<file path="src/rtl/icache_pkg.sv">
// Shared types and constants for the direct-mapped instruction cache.
package icache_pkg;

  typedef enum logic {IDLE, FILL} state_e;

  localparam logic [31:0] NOP = 32'h00000013;

  // Word-addressed: 30 address bits remain above the byte offset, minus the index.
  function automatic int unsigned tag_width(input int unsigned lines);
    return 30 - $clog2(lines);
  endfunction

endpackage

</file>
<file path="src/rtl/icache_array.sv">
// Tag and data storage: one asynchronous read port, one synchronous write port.
module icache_array
  import icache_pkg::*;
#(
  parameter int unsigned LINES = 16,
  parameter int unsigned IDX_W = 4,
  parameter int unsigned TAG_W = 26
) (
  input  logic             clock,
  input  logic [IDX_W-1:0] rd_idx,
  output logic [TAG_W-1:0] rd_tag,
  output logic [31:0]      rd_data,
  input  logic             wr_en,
  input  logic [IDX_W-1:0] wr_idx,
  input  logic [TAG_W-1:0] wr_tag,
  input  logic [31:0]      wr_data
);

  logic [TAG_W-1:0] tag_mem  [LINES];
  logic [31:0]      data_mem [LINES];

  always_ff @(posedge clock) begin
    if (wr_en) begin
      tag_mem[wr_idx]  <= wr_tag;
      data_mem[wr_idx] <= wr_data;
    end
  end

  assign rd_tag  = tag_mem[rd_idx];
  assign rd_data = data_mem[rd_idx];

endmodule

</file>
<file path="src/rtl/icache.sv">
// Direct-mapped, one-word-per-line instruction cache with flush and req/ack line fill.
module icache
  import icache_pkg::*;
#(
  parameter int unsigned LINES = 16
) (
  input  logic        clock,
  input  logic        reset,
  input  logic [31:0] inst_addr,
  output logic [31:0] inst_data,
  output logic        stall,
  input  logic        flush,
  output logic        mem_req,
  output logic [31:0] mem_addr,
  input  logic        mem_ack,
  input  logic [31:0] mem_rdata
);

  localparam int unsigned IDX_W = $clog2(LINES);
  localparam int unsigned TAG_W = tag_width(LINES);

  state_e           state_q;
  logic [LINES-1:0] valid_q;
  logic             dropped_q;

  logic [IDX_W-1:0] idx;
  logic [TAG_W-1:0] tag;
  logic [IDX_W-1:0] fill_idx;
  logic [TAG_W-1:0] fill_tag;
  logic [TAG_W-1:0] rd_tag;
  logic [31:0]      rd_data;
  logic             hit;
  logic             unused_addr_bits;

  assign idx      = inst_addr[IDX_W+1:2];
  assign tag      = inst_addr[31:IDX_W+2];
  // mem_addr doubles as the latched fill address for the whole FILL phase.
  assign fill_idx = mem_addr[IDX_W+1:2];
  assign fill_tag = mem_addr[31:IDX_W+2];

  assign unused_addr_bits = ^inst_addr[1:0];

  icache_array #(
    .LINES (LINES),
    .IDX_W (IDX_W),
    .TAG_W (TAG_W)
  ) u_array (
    .clock   (clock),
    .rd_idx  (idx),
    .rd_tag  (rd_tag),
    .rd_data (rd_data),
    .wr_en   ((state_q == FILL) && mem_ack),
    .wr_idx  (fill_idx),
    .wr_tag  (fill_tag),
    .wr_data (mem_rdata)
  );

  assign hit       = (state_q == IDLE) && valid_q[idx] && (rd_tag == tag);
  assign stall     = !hit;
  assign inst_data = hit ? rd_data : NOP;

  always_ff @(posedge clock) begin
    if (reset) begin
      state_q   <= IDLE;
      valid_q   <= '0;
      dropped_q <= 1'b0;
      mem_req   <= 1'b0;
      mem_addr  <= '0;
    end else begin
      if (flush) valid_q <= '0;
      case (state_q)
        IDLE: begin
          if (!hit && !flush) begin
            state_q   <= FILL;
            mem_req   <= 1'b1;
            mem_addr  <= {inst_addr[31:2], 2'b00};
            dropped_q <= 1'b0;
          end
        end
        FILL: begin
          if (flush) dropped_q <= 1'b1;
          if (mem_ack) begin
            state_q <= IDLE;
            mem_req <= 1'b0;
            // A flush seen at any point of the fill, including the ack cycle, keeps the line invalid.
            if (!dropped_q && !flush) valid_q[fill_idx] <= 1'b1;
          end
        end
        default: state_q <= IDLE;
      endcase
    end
  end

endmodule

</file>
<file path="config.mk">
export PLATFORM = sky130hd
export DESIGN_NAME = icache
export DESIGN_NICKNAME = d
export VERILOG_FILES = /design/src/rtl/icache_pkg.sv /design/src/rtl/icache_array.sv /design/src/rtl/icache.sv
export SDC_FILE = /design/constraint.sdc
export NUM_CORES = 1
export LEC_CHECK = 0
export ABC_AREA = 1
export BUFFER_PORTS_ARGS = -buffer_cell sky130_fd_sc_hd__buf_2
export CORE_MARGIN = 5
export CORE_UTILIZATION = 40
export CTS_CLUSTER_DIAMETER = 150
export CTS_CLUSTER_SIZE = 8
export DETAILED_ROUTE_END_ITERATION = 10
export PLACE_DENSITY = 0.53
export SLEW_MARGIN = 15
export SYNTH_ARGS = -nofsm -noshare
export SYNTH_HDL_FRONTEND = slang
export SYNTH_SLANG_ARGS = --single-unit
</file>
<file path="constraint.sdc">
create_clock -name clock -period 15.78 [get_ports clock]
set_input_delay 3.156 -clock clock [delete_from_list [all_inputs] [get_ports clock]]
set_output_delay 3.156 -clock clock [all_outputs]
set_load 0.1 [all_outputs]
</file>
==> results.sh <==
export IMPL_seq_area_frac_synth=0.719
export IMPL_cts_resized=0
export IMPL_irDropWorstVdd_v=0.0000887
export IMPL_fin_nets=3576
export IMPL_setup_violations=0
export IMPL_h_tree_depth=4
export IMPL_reg2reg_to="u_array.tag_mem[15][13]"
export IMPL_wl_per_cell_um=23.4
export IMPL_synthToLayoutAreaGrowth_pct=14.1
export IMPL_synthAdderAreaFrac=0
export IMPL_rsz0062_at_grt="no"
export IMPL_run_status="completed"
export IMPL_fmax_mhz=84.2
export IMPL_track_usage=0.210
export IMPL_synth_seq_cells=977
export IMPL_worstMarginPinSlew_ns=1.17
export IMPL_synth_top_family_by_area="simple AND/OR/NAND/NOR gates"
export IMPL_hold_path_cell_count=2
export IMPL_cp_endpoint="inst_data[20]"
export IMPL_grt_overflow_total=0
export IMPL_die_w_um=327
export IMPL_yosys_area_share_simple=0.146
export IMPL_power_density_nw_per_um2=131
export IMPL_period_share=0.752
export IMPL_finalHoldViolations=0
export IMPL_hold_buffers=0
export IMPL_regToRegSetupSlack_ns=12.64
export IMPL_start_util=0.402
export IMPL_firstDrtPassIters=5
export IMPL_numCtsBuffers=140
export IMPL_place_congestion=0.772
export IMPL_worstPathArrival_ns=8.72
export IMPL_netlist_area_um2=40100
export IMPL_cp_required_ns=12.62
export IMPL_grt_max_degree=192
export IMPL_place_inst=4664
export IMPL_dieArea_um2=107000
export IMPL_cts_root_buf="clkbuf_16"
export IMPL_post_route_min_period_ns=11.87
export IMPL_clockBufferDepth=3
export IMPL_synth_mux_area_frac=0
export IMPL_clk_latency_ns=0.72
export IMPL_clkTransAtPathRegs_ns=0.05
export IMPL_core_area_um2=99900
export IMPL_cp_max_fo=191
export IMPL_avgSynthCellArea_um2=11.8
export IMPL_grt_pass1_wl_mm=169
export IMPL_cts_sinks=977
export IMPL_layout_common_cells="edfxtp_1, nand2_1, nand3_1"
export IMPL_placed_cell_area_um2=41900
export IMPL_critical_path_class="in -> out"
export IMPL_synth_cell_types=37
export IMPL_synth_compound_area_frac=0.0839
export IMPL_route_detailed_drc=0
export IMPL_slew_violations=0
export IMPL_drt_iter0_markers=2313
export IMPL_grt_pass1_vias=25500
export IMPL_endpoint_kind="output pin"
export IMPL_cts_setup_buffers=0
export IMPL_crit_start="inst_addr[2]"
export IMPL_min_path_type="reg -> reg"
export IMPL_ant_nets=0
export IMPL_syn_inst=3408
export IMPL_rows=116
export IMPL_max_slew_margin=0.219
export IMPL_finish_instance_area_um2=45800
export IMPL_r2r_start="state_q"
export IMPL_routed_wl_mm=114
export IMPL_timing_hold_ws_ns=0.454
export IMPL_maxCapViolations=0
export IMPL_routed_via_density=5.42
export IMPL_clock_skew_ns=0.0196
export IMPL_final_common_cell="edfxtp_1"
export IMPL_cts_tree="built"
export IMPL_vias=26400
export IMPL_fin_setup_tns_ns=0
export IMPL_fill_cells=9065
export IMPL_dieHeight_um=327
export IMPL_port_buffers=129
export IMPL_instances_no_fill=4868
export IMPL_drive_above_1_share=0.108
export IMPL_reg2reg_depth=5
export IMPL_boundaryPins=134
export IMPL_leakagePower_nw=16.8
export IMPL_yosys_warnings=0
export IMPL_antenna_found_initial=8
export IMPL_synth_xor_area_share=0
export IMPL_cp_start_kind="input port"
export IMPL_finish_utilization=0.459
export IMPL_place_hpwl_mm=56.1
==> registers in the layout, indices dropped and copies added (netlist names) <==
name              flops
dropped_q             1
valid_q              16
state_q               1
mem_req               1
mem_addr             30
u_array.data_mem    512
u_array.tag_mem     416
==> synth_stat cells (all sizes together) <==
| cell type | instances | area (um2) |
|---|---|---|
| a211oi | 1 | 7.51 |
| a21oi | 223 | 1120 |
| a221oi | 93 | 815 |
| a311o | 19 | 190 |
| buf | 120 | 703 |
| clkbuf | 98 | 368 |
| clkinv | 9 | 33.8 |
| conb | 1 | 3.75 |
| dfxtp | 49 | 981 |
| edfxtp | 928 | 27900 |
| inv | 249 | 940 |
| nand2 | 844 | 3180 |
| nand3 | 274 | 1380 |
| nand4 | 39 | 244 |
| nor2 | 255 | 1020 |
| nor3 | 1 | 5.00 |
| nor3b | 1 | 7.51 |
| o2111a | 2 | 22.5 |
| o211ai | 35 | 263 |
| o21ai | 112 | 561 |
| o221ai | 10 | 87.6 |
| o22ai | 7 | 43.8 |
| o31ai | 29 | 218 |
| o32ai | 5 | 43.8 |
| or2 | 4 | 25.0 |
==> critical path, stage by stage <==
cell and delay [ns]:
buf_8 0.37, buf_12 0.63, buf_4 0.88, nand2_1 0.11, nand2_1 0.10, nand2_1 0.05
nand3_1 0.11, nand3_1 0.17, nand3_1 0.19, nand4_1 0.10, nor2_1 0.09, nand2_1 0.05
nor2_1 0.71, nand2_2 0.89, nor2_1 0.33, buf_2 0.47
==> how the worst min path moves through the flow <==
stage                           start     endpoint  slack (ns)
after global routing      valid_q[12]  valid_q[12]        0.47
after floorplan           valid_q[12]  valid_q[12]        0.43
final                      valid_q[7]   valid_q[7]        0.45
after CTS                 valid_q[12]  valid_q[12]        0.45
after detailed placement  valid_q[12]  valid_q[12]        0.45
after global placement    valid_q[12]  valid_q[12]        0.44
==> layout make-up <==
type / instances / area (um2) / share of cell area
inverter: 258 / 1000 / 0.0219
multi-input combinational: 1956 / 9360 / 0.204
timing repair buffer: 175 / 1040 / 0.0227
tap: 1298 / 1620 / 0.0355
sequential: 977 / 28800 / 0.630
clock inverter: 13 / 188 / 0.00410
clock buffer: 188 / 3730 / 0.0814
antenna: 3 / 7.51 / 0.000164
==> stage by stage <==
step                total power, mW  worst slack, ns
CTS                            6.05             4.00
global route                   6.20             3.64
global placement               3.34             4.13
finish                         5.99             3.91
floorplan                      3.20             6.56
detailed placement             3.34             4.02
==> report_power, final <==
part           switching [mW]  total, mW  internal, mW  leakage (nW)
clock                    1.07       2.70          1.63          1.89
combinational           0.294      0.384        0.0895          6.06
sequential             0.0311       2.91          2.88          8.82
==> per-layer routing <==
layer | part of all wire | routed length (um) | GRT usage
met4 | 0.025 | 2900 | 0.0636
met5 | 0.00057 | 65 | 0
met3 | 0.062 | 7090 | 0.0394
met2 | 0.47 | 52900 | 0.334
met1 | 0.45 | 50800 | 0.295
==> cell families after synthesis <==
kind of cell | Yosys count
buf+inv | 476
simple gates | 1418
flops | 977
compound gates | 536
other cells | 1
No activity file was read; power rests on OpenSTA's default activity.
